<file path="config.mk">
export PLATFORM = sky130hd
export DESIGN_NAME = song_block_fetcher
export DESIGN_NICKNAME = d
export VERILOG_FILES = /design/src/rtl/song_pkg.sv /design/src/rtl/song_note_addr_clamp.sv /design/src/rtl/song_block_fetcher.sv
export SDC_FILE = /design/constraint.sdc
export NUM_CORES = 1
export LEC_CHECK = 0
export ABC_CLOCK_PERIOD_IN_PS = 4500
export CAP_MARGIN = 20
export CORE_MARGIN = 4
export CORE_UTILIZATION = 30
export CTS_CLUSTER_SIZE = 30
export DETAILED_ROUTE_END_ITERATION = 16
export HOLD_SLACK_MARGIN = 0.15
export MAX_ROUTING_LAYER = met4
export PLACE_DENSITY = 0.6
export SYNTH_ARGS = -nofsm -noshare
export SYNTH_HDL_FRONTEND = slang
export SYNTH_SLANG_ARGS = --single-unit
</file>
<file path="constraint.sdc">
create_clock -name clk -period 4.5 [get_ports clk]
set_input_delay 0.9 -clock clk [delete_from_list [all_inputs] [get_ports clk]]
set_output_delay 0.9 -clock clk [all_outputs]
set_load 0.05 [all_outputs]
</file>
<file path="src/rtl/song_pkg.sv">
// Shared definitions for the song ROM readers: default widths, metadata
// word layout and the block fetcher state encoding.
package song_pkg;

  localparam int NOTE_W             = 16;
  localparam int ADDR_W             = 9;
  localparam int SIZE_W             = 3;
  localparam int MAX_SONG_NOTE_ADDR = 447;

  // Block ROM word layout: {start_addr, prev_size, curr_size}
  localparam int META_W    = ADDR_W + 2 * SIZE_W;
  localparam int START_LSB = 2 * SIZE_W;
  localparam int PREV_LSB  = SIZE_W;
  localparam int CURR_LSB  = 0;

  // Block fetcher FSM encoding, kept as plain constants so older readers
  // that store the state in a bare vector can share it.
  localparam int         STATE_W     = 3;
  localparam logic [2:0] ST_IDLE     = 3'd0;
  localparam logic [2:0] ST_META_RD  = 3'd1;
  localparam logic [2:0] ST_META_CAP = 3'd2;
  localparam logic [2:0] ST_FETCH    = 3'd3;
  localparam logic [2:0] ST_TAIL     = 3'd4;
  localparam logic [2:0] ST_DONE     = 3'd5;

endpackage

</file>
<file path="src/rtl/song_note_addr_clamp.sv">
// Song note address generator: start + offset, saturated at the last valid
// note address so a block running past the end of the song never wraps.
module song_note_addr_clamp #(
  parameter int ADDR_W   = song_pkg::ADDR_W,
  parameter int OFF_W    = 4,
  parameter int MAX_ADDR = song_pkg::MAX_SONG_NOTE_ADDR
) (
  input  logic [ADDR_W-1:0] i_start,
  input  logic [OFF_W-1:0]  i_offset,
  output logic [ADDR_W-1:0] o_addr
);

  // One extra bit so a sum past the top of the address space is still seen
  logic [ADDR_W:0] w_sum;

  // Widened sum, then saturate against the last valid address
  always_comb begin
    w_sum = {1'b0, i_start} + (ADDR_W + 1)'(i_offset);
    if (w_sum > (ADDR_W + 1)'(MAX_ADDR)) begin
      o_addr = ADDR_W'(MAX_ADDR);
    end else begin
      o_addr = w_sum[ADDR_W-1:0];
    end
  end

endmodule

</file>
<file path="src/rtl/song_block_fetcher.sv">
// Song block fetcher: looks up a block's metadata, then reads its notes one
// per cycle through a single song ROM port and presents them as a vector.
module song_block_fetcher
  import song_pkg::*;
#(
  parameter int NOTE_W        = song_pkg::NOTE_W,
  parameter int ADDR_W        = song_pkg::ADDR_W,
  parameter int BLK_IDX_W     = 9,
  parameter int SIZE_W        = song_pkg::SIZE_W,
  parameter int MAX_NOTES     = 4,
  parameter int MAX_NOTE_ADDR = song_pkg::MAX_SONG_NOTE_ADDR
) (
  input  logic                          clk,
  input  logic                          rst,
  input  logic                          req_valid,
  output logic                          req_ready,
  input  logic [BLK_IDX_W-1:0]          req_block_idx,
  output logic [BLK_IDX_W-1:0]          meta_addr,
  input  logic [ADDR_W+2*SIZE_W-1:0]    meta_dout,
  output logic [ADDR_W-1:0]             rom_addr,
  input  logic [NOTE_W-1:0]             rom_dout,
  output logic                          out_valid,
  input  logic                          out_ready,
  output logic [MAX_NOTES*NOTE_W-1:0]   out_notes,
  output logic [MAX_NOTES-1:0]          out_note_mask,
  output logic [SIZE_W-1:0]             out_block_size,
  output logic [SIZE_W-1:0]             out_prev_size,
  output logic                          out_trunc
);

  // Counter wide enough to hold the note count n itself (0..MAX_NOTES)
  localparam int CNT_W = $clog2(MAX_NOTES + 1);

  logic [2:0]                  r_state;
  logic [BLK_IDX_W-1:0]        r_idx;
  logic [ADDR_W-1:0]           r_start;
  logic [CNT_W-1:0]            r_n;
  logic [CNT_W-1:0]            r_cnt;
  logic [ADDR_W-1:0]           r_rom_addr;
  logic [MAX_NOTES*NOTE_W-1:0] r_notes;
  logic [MAX_NOTES-1:0]        r_mask;
  logic [SIZE_W-1:0]           r_size;
  logic [SIZE_W-1:0]           r_prev;
  logic                        r_trunc;

  logic [ADDR_W-1:0] w_meta_start;
  logic [SIZE_W-1:0] w_meta_prev;
  logic [SIZE_W-1:0] w_meta_curr;
  logic              w_trunc;
  logic [CNT_W-1:0]  w_n;
  logic [ADDR_W-1:0] w_clamp_base;
  logic [CNT_W-1:0]  w_clamp_off;
  logic [ADDR_W-1:0] w_clamp_addr;
  logic              w_capture;
  logic [CNT_W-1:0]  w_lane;

  assign req_ready      = (r_state == ST_IDLE);
  assign out_valid      = (r_state == ST_DONE);
  assign meta_addr      = r_idx;
  assign rom_addr       = r_rom_addr;
  assign out_notes      = r_notes;
  assign out_note_mask  = r_mask;
  assign out_block_size = r_size;
  assign out_prev_size  = r_prev;
  assign out_trunc      = r_trunc;

  // Split the metadata word and derive the number of lanes to fill
  always_comb begin
    w_meta_start = meta_dout[2*SIZE_W +: ADDR_W];
    w_meta_prev  = meta_dout[SIZE_W +: SIZE_W];
    w_meta_curr  = meta_dout[0 +: SIZE_W];
    w_trunc      = (int'(w_meta_curr) > MAX_NOTES);
    if (w_trunc) begin
      w_n = CNT_W'(MAX_NOTES);
    end else begin
      w_n = CNT_W'(w_meta_curr);
    end
  end

  // Next address to issue: note 0 straight from metadata, then start + cnt + 1
  always_comb begin
    if (r_state == ST_META_CAP) begin
      w_clamp_base = w_meta_start;
      w_clamp_off  = '0;
    end else begin
      w_clamp_base = r_start;
      w_clamp_off  = r_cnt + CNT_W'(1);
    end
  end

  song_note_addr_clamp #(
    .ADDR_W   (ADDR_W),
    .OFF_W    (CNT_W),
    .MAX_ADDR (MAX_NOTE_ADDR)
  ) u_addr_clamp (
    .i_start  (w_clamp_base),
    .i_offset (w_clamp_off),
    .o_addr   (w_clamp_addr)
  );

  // ROM data lags the address by one cycle, so the lane written trails cnt
  always_comb begin
    if (r_state == ST_TAIL) begin
      w_capture = 1'b1;
      w_lane    = r_n - CNT_W'(1);
    end else if (r_state == ST_FETCH) begin
      w_capture = (r_cnt != '0);
      w_lane    = r_cnt - CNT_W'(1);
    end else begin
      w_capture = 1'b0;
      w_lane    = '0;
    end
  end

  // Sequencer: request, metadata read/capture, note fetch, result hold
  always_ff @(posedge clk) begin
    if (rst) begin
      r_state    <= ST_IDLE;
      r_idx      <= '0;
      r_start    <= '0;
      r_n        <= '0;
      r_cnt      <= '0;
      r_rom_addr <= '0;
      r_size     <= '0;
      r_prev     <= '0;
      r_trunc    <= 1'b0;
    end else begin
      case (r_state)
        ST_IDLE: begin
          if (req_valid) begin
            r_idx   <= req_block_idx;
            r_state <= ST_META_RD;
          end
        end
        ST_META_RD: begin
          r_state <= ST_META_CAP;
        end
        ST_META_CAP: begin
          r_start <= w_meta_start;
          r_prev  <= w_meta_prev;
          r_size  <= w_meta_curr;
          r_trunc <= w_trunc;
          r_n     <= w_n;
          r_cnt   <= '0;
          if (w_n == '0) begin
            r_state <= ST_DONE;
          end else begin
            r_rom_addr <= w_clamp_addr;
            r_state    <= ST_FETCH;
          end
        end
        ST_FETCH: begin
          if (r_cnt == r_n - CNT_W'(1)) begin
            r_state <= ST_TAIL;
          end else begin
            r_cnt      <= r_cnt + CNT_W'(1);
            r_rom_addr <= w_clamp_addr;
          end
        end
        ST_TAIL: begin
          r_state <= ST_DONE;
        end
        ST_DONE: begin
          if (out_ready) begin
            r_state <= ST_IDLE;
          end
        end
        default: begin
          r_state <= ST_IDLE;
        end
      endcase
    end
  end

  // Note lanes and mask: cleared per block, filled as ROM data returns
  always_ff @(posedge clk) begin
    if (rst) begin
      r_notes <= '0;
      r_mask  <= '0;
    end else if (r_state == ST_META_CAP) begin
      r_notes <= '0;
      r_mask  <= '0;
    end else if (w_capture) begin
      for (int i = 0; i < MAX_NOTES; i++) begin
        if (w_lane == CNT_W'(i)) begin
          r_notes[i*NOTE_W +: NOTE_W] <= rom_dout;
          r_mask[i]                   <= 1'b1;
        end
      end
    end
  end

endmodule

</file>
Word-level counts from Yosys, hierarchy flattened. Index checks and enable logic that the tools add are counted.

Bits in registers: 111. Input port bits: 44. Output and inout bits: 95. Logic and storage cells: 69.

Add/sub/neg operators: 4. $lt $le $gt $ge: 2. Equality and inequality tests: 14. Multiplexer cells: 18. Reductions and logical operators: 14.

Operators with widths (number): $mux W9 (4); $mux W3 (9); $pmux W3 S6 (1); $pmux W9 S2 (1); $eq A3 B2 Y1 const B (4); $reduce_and A2 Y1 (6); $add A9 B3 Y10 (1); $gt A10 B9 Y1 const B (1); $logic_not A3 Y1 (3); $eq A3 B1 Y1 const B (2); $eq A3 B3 Y1 const B (2); $ne A2 B2 Y1 const B (3); $pmux W3 S2 (1); $reduce_and A3 Y1 (2); $sub A3 B1 Y3 const B (2); $ne A2 B1 Y1 const B (2); $add A3 B1 Y3 const B (1); $eq A3 B3 Y1 (1); $gt A3 B3 Y1 const B (1); $reduce_bool A3 Y1 (1); $mux W1 (2); $reduce_bool A2 Y1 (1); $reduce_or A2 Y1 (1).

Logic depth before layout (Yosys ltp). Gate-level depths: netlist of the first run.

Word-level depth: 7. Mapped depth: 15. Depth with buffers taken out: 12.

Modules after synthesis. Synthesis of the first run repeated with hierarchy kept, for this count alone.

Cell total of the unflattened synthesis: 542. Area, all modules: 4794.6 sq um.

Modules (own cells, without submodules): song_block_fetcher (times used 1, cells each 503, area an instance 4504.3 sq um, sequential area each 2222.1 sq um); song_note_addr_clamp (times used 1, cells each 39, area an instance 290.3 sq um, sequential area each 0.0 sq um).

Least setup slack after synthesis of the first run. OpenSTA, ideal clock, no wires.

Path kind: register to register. From: register r_state[1]. To: register r_rom_addr[0], in the netlist rom_addr[0]. Library setup time: 0.139 ns. Arrival time: 3.050 ns. Data required time: 4.361 ns. Setup slack: 1.311 ns. Stages on the path, launching flop included: 16. Path buffers: 3. Period minus slack after synthesis: 3.189 ns. Path through: dfxtp_1 > buf_6 > nor3b_1 > buf_6 > clkbuf_1 > nand2_1 > nand2_1 > ha_1 > inv_1 > fa_1 > nor2b_1 > a211oi_1 > o22ai_1 > a311o_2 > a21boi_4 > a211oi_2.

Cells in the longest elaborated chain, start to end: 7. Elaborated cells on any way between the ends: 14. Classes of those cells: 1 x add/sub; 1 x order compare; 4 x eq/ne; 6 x mux; 2 x reduce/logical.

Ends and longest elaborated chain: start: declaration (line song_block_fetcher.sv:34) `logic [2:0] r_state;`; start signal: assignment (line song_block_fetcher.sv:118) `r_state <= ST_IDLE;`; start signal: assignment (line song_block_fetcher.sv:132) `r_state <= ST_META_RD;`; start signal: assignment (line song_block_fetcher.sv:136) `r_state <= ST_META_CAP;`; $eq A3 B2 Y1 * (line song_block_fetcher.sv:82) `if (r_state == ST_META_CAP) begin`; $mux W9 * (line song_block_fetcher.sv:82); named net u_addr_clamp.i_start[0] (line song_note_addr_clamp.sv:8) `input logic [ADDR_W-1:0] i_start,`; $add A9 B3 Y10 * (line song_note_addr_clamp.sv:18) `w_sum = {1'b0, i_start} + (ADDR_W + 1)'(i_offset);`; $gt A10 B9 Y1 (line song_note_addr_clamp.sv:19) `if (w_sum > (ADDR_W + 1)'(MAX_ADDR)) begin`; $mux W9 * (line song_note_addr_clamp.sv:19); $mux W9, on equally long branches (line song_block_fetcher.sv:153, song_block_fetcher.sv:145); $pmux W9 S2 * (line song_block_fetcher.sv:128) `case (r_state)`; end signal: assignment (line song_block_fetcher.sv:148) `r_rom_addr <= w_clamp_addr;`; end signal: assignment (line song_block_fetcher.sv:157) `r_rom_addr <= w_clamp_addr;`; end: declaration (line song_block_fetcher.sv:39) `logic [ADDR_W-1:0] r_rom_addr;`.

Mark *: on every way through the listed nets, which the timed path passes. The rest lies on a longest branch. The select of a mux whose other input is x is not followed. A chain may end at the register's enable or synchronous reset.

Worst setup path after layout of the first run.
From: register r_state[1]. To: register r_rom_addr[5], in the netlist rom_addr[5].

Same word-level chain as after synthesis.

==> results of run 1 <==
## per-layer routing
metal / vias to the layer above / GRT usage, %
li1: 1963 / -
met4: 0 / 3.93
met5: - / -
met2: 120 / 22.4
met1: 1810 / 18.2
met3: 10 / 6.24
## per-stage QoR
stage	power, mW	hold slack [ps]	instances	util, %
floorplan	1.36	432	506	-
global placement	1.51	442	833	41.0
detailed placement	1.51	444	833	41.0
CTS	2.42	460	849	43.2
global route	2.50	479	849	43.2
finish	2.38	458	849	43.2
## critical path: stages (launching register included)
cell	delay, ps
dfxtp_1	520
nor3b_2	270
buf_4	250
nand2_1	90
nand2_1	70
ha_1	180
inv_1	60
fa_1	430
nor2b_1	170
a211oi_1	250
o22ai_1	110
a311o_2	400
a21boi_4	280
a211oi_2	110
## cells in the mapped netlist (6+ instances only)
library cell    n
a21oi_1        32
nor3_1          8
clkbuf_1       19
buf_6           7
a211oi_2        6
dfxtp_1       111
xnor2_1         8
ha_1            7
nand2_1        52
inv_1          10
mux2i_1        70
nor2_1        102
xor2_1          6
## state kept, by name (all words and copies together) (netlist names)
register and cells:
r_cnt 3, out_prev_size 3, out_block_size 3, meta_addr 9
r_state 3, out_note_mask 4, rom_addr 9, r_start 9
out_notes 64, out_trunc 1, r_n 3
## worst paths after layout
kind                                  startpoint                to  slack, ps  cells after the start
worst min-delay path            out_prev_size[2]  out_prev_size[2]        460                      2
worst max register to register        r_state[1]       rom_addr[5]       1170                     13
worst min register to register  out_prev_size[2]  out_prev_size[2]        460                      2
worst max-delay path                  r_state[1]       rom_addr[5]       1170                     13
## logic make-up (layout without fill, tap and decap cells)
kind of cell,count (synthesis),count (layout),synth area share (%)
adder cells (fa/ha/maj),8,8,2.29
XOR/XNOR,14,14,2.61
flip-flops,111,111,47.4
multiplexers,71,71,15.2
AO/OA/AOI/OAI,67,67,9.92
AND/OR/NAND/NOR,192,192,17.7
buffers and inverters,43,175,4.93
## final cells by class
class	count	share of cell area (%)
Timing Repair Buffer	149	22.1
Sequential cell	111	33.7
Clock inverter	6	1.52
Multi-Input combinational cell	352	34.4
Inverter	10	0.570
Tap cell	211	4.01
Clock buffer	10	3.63
## power groups by stage
stage          clock [mW]  combinational, mW  sequential [mW]
2_1_floorplan           0              0.214             1.15
3_3_place_gp            0              0.437             1.07
3_5_place_dp            0              0.442             1.07
4_1_cts             0.929              0.444             1.05
5_1_grt             0.971              0.477             1.06
6_report            0.894              0.439             1.05
==> metrics.md, run 1 <==
| Metric | Value |
|---|---|
| Root buf cell | `clkbuf_16` |
| Worst setup SP type | `flop` |
| CP required | `approximately 4700 ps` |
| Share of layout cells above drive strength 1 | `between 7 and 8%` |
| # setup viols final | `0` |
| CP max FO | `16` |
| Residual DRC | `0` |
| Switching Share | `roughly 29%` |
| Hpwl dp | `roughly 9000 um` |
| DR vias | `roughly 3900` |
| Num rows | `45` |
| Die Height | `133 um` |
| Peak VDD IR | `~0.00017 V` |
| H-tree depth | `3` |
| Storage element area | `~0.0022 mm^2` |
| Cell-internal power | `1.70 mW` |
| TritonCTS buffer count | `9` |
| Fillers | `approximately 1500` |
| Synthesized area per cell | `between 9 and 10 um^2` |
| Pre-CTS WS | `roughly 860 ps` |
| I/O pin count | `between 100 and 150` |
| Clk network pwr share | `37.5%` |
| Post-DRT Antenna Nets | `0` |
| Routed wire length per instance | `14.7 um` |
| Highest routed layer | `met4` |
| Starting Density | `a little under a third` |
| Metal2 WL | `between 5000 and 6000 um` |
| Leak Pwr | `2.26 nW` |
| First-pass GRT wire length | `about 21000 um` |
| Final Cell Area | `0.00659 mm^2` |
| Pwr Density | `between 300 and 400 mW/mm^2` |
| Final setup margin | `~1200 ps` |
| Max Slew Vio Count | `0` |
| Multi-input gate area | `0.00227 mm^2` |
| FMAX | `about 300 MHz` |
| Clock buffer depth | `2` |
| Max_cap viols | `0` |
| Most frequent cells in the layout | `clkdlybuf4s50_1 (137), dfxtp_1 (111), nor2_1 (102)` |
| Area Growth Syn to Fin | `40.4%` |
| Ant. Diodes | `0` |
| Setup CP Type | `flop to flop` |
| Met3 Routed Length | `about 1100 um` |
| Total grt overflow | `0` |
| P_sw | `686 uW` |
| Initial antenna violation count | `0` |
| Resize count post-CTS | `0` |
| Post-synthesis async set-or-reset flop share | `0%` |
| Die width | `133 um` |
| Post-Route Skew | `approximately 7 ps` |
| Most common cell after layout, fill and taps aside | `clkdlybuf4s50_1` |
| Final #Nets | `just under 700` |
| Syn nets | `558` |
| Core area | `roughly 0.015 mm^2` |
| Count of cell types in the netlist | `48` |
| Hold Path Class | `flop to flop` |
| Synth Flop Type | `dfxtp_1` |
| Synth Cell Area | `~0.0047 mm^2` |
| Arrival time at the worst endpoint | `roughly 3600 ps` |
| Cts hold-fix bufs | `0` |
| Final Cycle Share | `about 74%` |
| Vias per inst | `approximately 4.6` |
| Pin count of the biggest net entering global routing | `45` |
| Setup Buffers After CTS | `0` |
| DRT Wirelength | `12500 um` |
| Sequential Power Share | `roughly 44%` |
| Tmin final | `3330 ps` |
| CTS tree | `done` |
| Actual slew at the worst max-slew pin | `between 700 and 800 ps` |
| Gpl congestion | `~0.86` |
| Post-synth EDFFs | `0` |
| GRT Total Usage | `approximately 15%` |
| Unrepaired setup endpoints after global routing | `false` |
| Fin. Hold Viols | `0` |
| Cell accounting for the most synthesized area | `dfxtp_1` |
| Post-synthesis instance total | `about 500` |
| Drt pass-1 iters | `4` |
| Crit. End Element | `flop` |
| Die ar. | `0.0177 mm^2` |
| Clk Latency, worst-skew pair | `~350 ps` |
| Comb pwr share | `~18%` |
| Sum Neg Setup Slack | `0 ps` |
| Vias in the first global route | `4060` |
| First DRT Iteration DRCs | `about 190` |
| Area share of the largest cell type after synthesis | `a little under half` |
| Flops & latches, synth | `about 110` |
| Status | `complete, no violations` |
| Post-synthesis sequential area ratio | `a little under half` |
| Synth warn | `0` |
| Clk pin slew, worst setup/hold paths | `80 ps` |
| Placement Cell Area | `about 0.0062 mm^2` |
| # clock sinks | `approximately 110` |
| Slew Limit Headroom | `between 50% and 60%` |
| PortBufs | `~140` |
| Met1 Wirelength | `between 5000 and 6000 um` |
| Top post-synthesis cells by area | `dfxtp_1 (47%), mux2i_1 (15%), nor2_1 (8.2%), nand2_1 (4.2%), a21oi_1 (3.4%)` |
Power figures use the tool's default switching activity.
==> run 2, diff against run 1 <==
--- a/config.mk
+++ b/config.mk
@@ -5,7 +5,7 @@
 export SDC_FILE = /design/constraint.sdc
 export NUM_CORES = 1
 export LEC_CHECK = 0
-export ABC_CLOCK_PERIOD_IN_PS = 4500
+export ABC_CLOCK_PERIOD_IN_PS = 3270
 export CAP_MARGIN = 20
 export CORE_MARGIN = 4
 export CORE_UTILIZATION = 30
==> constraint.sdc (replaced) <==
create_clock -name clk -period 3.27 [get_ports clk]
set_input_delay 0.654 -clock clk [delete_from_list [all_inputs] [get_ports clk]]
set_output_delay 0.654 -clock clk [all_outputs]
set_load 0.05 [all_outputs]
==> run 2 against run 1 <==
Compared with the run above:
- sequential share of layout area is 0.24 points lower
- die area unchanged
- first-iteration DRC count is 34% higher
- register-to-register slack got worse by 940 ps
- largest cell class unchanged
==> metrics.md, run 2 (synthesized netlist as in run 1, its figures left out) <==
| Metric | Value |
|---|---|
| Status | `complete, no violations` |
| # clock sinks | `between 100 and 150` |
| Residual DRC | `0` |
| Die Height | `between 100 and 150 um` |
| Max reg flops | `64` |
| Final setup margin | `around 220 ps` |
| Delay-heaviest family, CP | `compound AO/OA/AOI/OAI gates` |
| Num rows | `45` |
| I/O pin count | `roughly 140` |
| Total power | `~3.2 mW` |
| Root buf cell | `clkbuf_16` |
| CP required | `3490 ps` |
| H-tree depth | `3` |
| DRT Wirelength | `roughly 12000 um` |
| Drt pass-1 iters | `5` |
| # setup viols final | `0` |
| Die ar. | `around 0.018 mm^2` |
| Initial antenna violation count | `0` |
| Peak VDD IR | `about 0.00036 V` |
| Setup CP Type | `flop to flop` |
| Clock buffer depth | `2` |
| Clk Latency, worst-skew pair | `~350 ps` |
| Cell chain of the critical path | `inv_1, ha_1, nand2_1, fa_1, nor2b_1, a211oi_1, o22ai_1, a311o_2, a21boi_4, a211oi_2` |
| Fillers | `1478` |
| Tmin final | `between 3000 and 4000 ps` |
| WP buf/inv | `1` |
| Most frequent cells in the layout | `clkdlybuf4s50_1 (137), dfxtp_1 (111), nor2_1 (102)` |
| Routed wire length per instance | `around 14 um` |
| FMAX | `roughly 330 MHz` |
| GRT Total Usage | `between 10 and 15%` |
| PortBufs | `around 140` |
| Crit-path slowest cell | `dfxtp_1` |
| First-pass GRT wire length | `~20000 um` |
| CP max stage delay | `between 400 and 500 ps` |
| Hpwl dp | `between 8000 and 9000 um` |
| Crit. End Element | `flop` |
| CTS tree | `done` |
| Clk pin slew, worst setup/hold paths | `about 70 ps` |
| Vias in the first global route | `between 3000 and 4000` |
| Starting Density | `30.8%` |
| TritonCTS buffer count | `9` |
| Area Growth Syn to Fin | `41.4%` |
| Cell-internal power | `2.25 mW` |
| Post-Place Cells | `~840` |
| Post-Route Skew | `a little under 8 ps` |
| Final #Nets | `~690` |
| Resize count post-CTS | `0` |
| Max_cap viols | `0` |
| Worst setup SP type | `flop` |
| CP max FO | `6` |
| Gpl congestion | `around 0.95` |
| Core area | `approximately 0.015 mm^2` |
| Leak Pwr | `between 2 and 2.5 nW` |
| Max Slew Vio Count | `0` |
| Setup Buffers After CTS | `0` |
| First DRT Iteration DRCs | `about 250` |
| DR vias | `3979` |
| Most common cell after layout, fill and taps aside | `clkdlybuf4s50_1` |
| Sequential Power Share | `around 45%` |
| Pre-CTS WS | `-49.6 ps` |
| Final Cycle Share | `slightly above 90%` |
| Switching Share | `29.4%` |
| Post-DRT Antenna Nets | `0` |
| Pin count of the biggest net entering global routing | `45` |
| P_sw | `roughly 940 uW` |
| Unrepaired setup endpoints after global routing | `false` |
| Share of layout cells above drive strength 1 | `8.50%` |
| WHS | `455 ps` |
| Hold Path Class | `flop to flop` |
| Ant. Diodes | `0` |
| Slew Limit Headroom | `a little over half` |
| Cts hold-fix bufs | `0` |
| Die width | `around 130 um` |
| Pwr Density | `about 480 mW/mm^2` |
| Post-route non-filler standard cell count | `between 800 and 900` |
| Fin. Hold Viols | `0` |
| Total grt overflow | `0` |
| Actual slew at the worst max-slew pin | `711 ps` |
| Clk network pwr share | `a little over a third` |
| Comb pwr share | `between 10% and 20%` |
| Vias per inst | `~4.6` |
| Arrival time at the worst endpoint | `between 3000 and 4000 ps` |
## run 2: tightest hold or removal path, cell delays in order, from the launching register on
cell and delay, ps:
dfxtp_1 310, nand2_1 50, a21oi_1 50
## run 2: through the flow
step                      cell area, um^2  utilization, %  setup TNS (ps)
after CTS                            6630            43.5               0
after detailed placement             6330            41.5            -257
after global placement               6330            41.5           -8.38
final                                6630            43.5               0
after floorplan                      4690               -               0
after global routing                 6630            43.5               0
## run 2: layer usage
layer	vias to the layer above	track usage, %	wire, um
li1	1974	-	-
met1	1846	17.7	5490
met2	146	22.3	5590
met3	13	6.73	1200
met4	0	3.98	142
met5	-	-	0
## run 2: worst paths after layout
kind,endpoint,cells after the start,startpoint,slack (ps)
hold / removal,out_prev_size[1],2,out_prev_size[1],460
setup reg to reg,rom_addr[5],10,r_cnt[0],220
setup / recovery,rom_addr[5],10,r_cnt[0],220
hold reg to reg,out_prev_size[1],2,out_prev_size[1],460
## run 2: power groups by stage
stage	Sequential, mW	Clock [mW]	Combinational (mW)
2_1_floorplan	1.58	0	0.295
3_3_place_gp	1.46	0	0.631
3_5_place_dp	1.47	0	0.636
4_1_cts	1.44	1.18	0.639
5_1_grt	1.44	1.23	0.689
6_report	1.43	1.13	0.633
## run 2: area by class of cell
class	count	area, um^2	area share, %
clock buffer	10	229	3.45
tap	211	264	3.98
clock inverter	6	76.3	1.15
timing repair buffer	158	1540	23.2
sequential	111	2220	33.5
inverter	10	37.5	0.566
multi-input combinational	352	2270	34.2
==> run 3, diff against run 2 <==
--- a/config.mk
+++ b/config.mk
@@ -8,12 +8,13 @@
 export ABC_CLOCK_PERIOD_IN_PS = 3270
 export CAP_MARGIN = 20
 export CORE_MARGIN = 4
-export CORE_UTILIZATION = 30
+export CORE_UTILIZATION = 55
 export CTS_CLUSTER_SIZE = 30
 export DETAILED_ROUTE_END_ITERATION = 16
+export DONT_BUFFER_PORTS = 1
 export HOLD_SLACK_MARGIN = 0.15
 export MAX_ROUTING_LAYER = met4
-export PLACE_DENSITY = 0.6
+export PLACE_DENSITY = 0.75
 export SYNTH_ARGS = -nofsm -noshare
 export SYNTH_HDL_FRONTEND = slang
 export SYNTH_SLANG_ARGS = --single-unit
==> run 3 against run 2 <==
Compared with the run above:
- clock power shrank 27%
- critical path type unchanged
- final area shrank 25%
- die area down 43%
- sequential share of layout area is 11 points higher
- combinational power fell by 42%
- maximum frequency rose by 0.77%
- clock-buffer cell count down 1
==> metrics.md, run 3 (synthesized netlist as in run 1, its figures left out) <==
| Metric | Value |
|---|---|
| Vias per inst | `roughly 5.8` |
| First-pass GRT wire length | `~17000 um` |
| Peak VDD IR | `roughly 0.00032 V` |
| Unrepaired setup endpoints after global routing | `false` |
| Arrival time at the worst endpoint | `3280 ps` |
| Placement Cell Area | `roughly 0.0048 mm^2` |
| Final #Nets | `551` |
| Area Growth Syn to Fin | `6.64%` |
| Most common cell after layout, fill and taps aside | `dfxtp_1` |
| Most frequent cells in the layout | `dfxtp_1 (110), nor2_1 (102), mux2i_1 (70)` |
| Met3 Resource Use GR | `roughly 7.3%` |
| Residual DRC | `0` |
| Pwr Density | `about 550 mW/mm^2` |
| FMAX | `~330 MHz` |
| Delay-heaviest family, CP | `compound AO/OA/AOI/OAI gates` |
| First DRT Iteration DRCs | `about 200` |
| Pin count of the biggest net entering global routing | `between 40 and 50` |
| Tmin final | `3020 ps` |
| Post-Route Skew | `between 15 and 20 ps` |
| Die Height | `around 100 um` |
| Gr busiest metal | `met2` |
| PortBufs | `0` |
| Clk Latency, worst-skew pair | `around 370 ps` |
| WHS | `~330 ps` |
| TritonCTS buffer count | `9` |
| GRT Total Usage | `approximately 22%` |
| Fillers | `between 700 and 800` |
| DR vias | `about 3500` |
| Gpl congestion | `0.884` |
| Hold Path Class | `input pin to flop` |
| Status | `complete, no violations` |
| Vias in the first global route | `~3500` |
| Leak Pwr | `approximately 1.7 nW` |
| Post-DRT Antenna Nets | `0` |
| GR Util met2 | `between 30% and 40%` |
| Util after Layout | `roughly three fifths` |
| Hpwl dp | `between 7000 and 8000 um` |
| Multi-input gate area | `about 0.0023 mm^2` |
| Die width | `between 100 and 150 um` |
| # setup viols final | `0` |
| Actual slew at the worst max-slew pin | `around 950 ps` |
| Slew Limit Headroom | `a little over a third` |
| Setup CP Type | `flop to flop` |
| Drt pass-1 iters | `4` |
| Root buf cell | `clkbuf_8` |
| Resize count post-CTS | `0` |
| Die ar. | `~0.010 mm^2` |
| Sum Neg Setup Slack | `0 ps` |
| CP max FO | `6` |
| Num rows | `33` |
| Initial antenna violation count | `0` |
| Core area | `between 0.008 and 0.009 mm^2` |
| Cell chain of the critical path | `inv_1, ha_1, nand2_1, fa_1, nor2b_1, a211oi_1, o22ai_1, a311o_2, a21boi_4, a211oi_2` |
| Met1 GRT Util | `a little over a quarter` |
| Max_cap viols | `0` |
| Worst setup SP type | `flop` |
| Max reg flops | `between 60 and 70` |
| Final Cycle Share | `between 90 and 100%` |
| Total grt overflow | `0` |
| Final Cell Area | `around 0.0050 mm^2` |
| Fin. Hold Viols | `0` |
| Setup Buffers After CTS | `0` |
| Total power | `between 2 and 3 mW` |
| H-tree depth | `3` |
| CP required | `between 3000 and 4000 ps` |
| # clock sinks | `between 100 and 150` |
| Crit. End Element | `flop` |
| I/O pin count | `139` |
| Starting Density | `roughly 57%` |
| DRT Wirelength | `about 11000 um` |
| Ant. Diodes | `0` |
| Routed wire length per instance | `between 15 and 20 um` |
| WP buf/inv | `1` |
| Share of layout cells above drive strength 1 | `10.5%` |
| Storage element area | `about 0.0022 mm^2` |
| CTS tree | `done` |
| Clk pin slew, worst setup/hold paths | `120 ps` |
| CP max stage delay | `~500 ps` |
| Cts hold-fix bufs | `0` |
| Crit-path slowest cell | `fa_1` |
| Clock buffer depth | `2` |
| Max Slew Vio Count | `0` |
[run 3: changes by cell type in the layout (fill, tap and decap cells not counted), moves of 2 or more]
cell             previous run  this run
buf_4                      19        14
clkdlybuf4s50_1           137         0
clkbuf_8                    0         9
clkbuf_16                   9         0
clkinv_8                    0         2
[run 3: path summary, 6_finish.rpt]
path                 start          end  slack [ps]  cells after the start
setup / recovery  r_cnt[0]  rom_addr[0]         250                     10
hold / removal         rst  rom_addr[3]         330                      1
setup reg to reg  r_cnt[0]  rom_addr[0]         250                     10
hold reg to reg     r_n[1]       r_n[1]         460                      2
[run 3: final cells by class]
type	instances	share of cell area (%)
inverter	10	0.750
multi-input combinational	352	45.6
clock inverter	7	1.65
tap	105	2.63
sequential	111	44.4
clock buffer	9	2.48
timing repair buffer	15	2.50
[run 3: metrics by stage]
stage / setup WS, ps / cells
2_1_floorplan: 81.1 / 506
3_3_place_gp: 325 / 593
3_5_place_dp: 206 / 593
4_1_cts: 173 / 609
5_1_grt: 37.5 / 609
6_report: 248 / 609
[run 3: where the power goes]
part | total [mW] | leakage [nW] | switching, mW | internal (mW)
clock network | 0.826 | 0.101 | 0.517 | 0.309
registers | 1.56 | 0.898 | 0.161 | 1.40
logic | 0.369 | 0.724 | 0.230 | 0.140
[run 3: layer usage]
layer / vias to the layer above / wire length [um] / share of wire [%]
li1: 1696 / - / -
met1: 1662 / 4530 / 42
met2: 137 / 5140 / 47
met3: 20 / 943 / 8.7
met4: 0 / 269 / 2.5
met5: - / 0 / 0
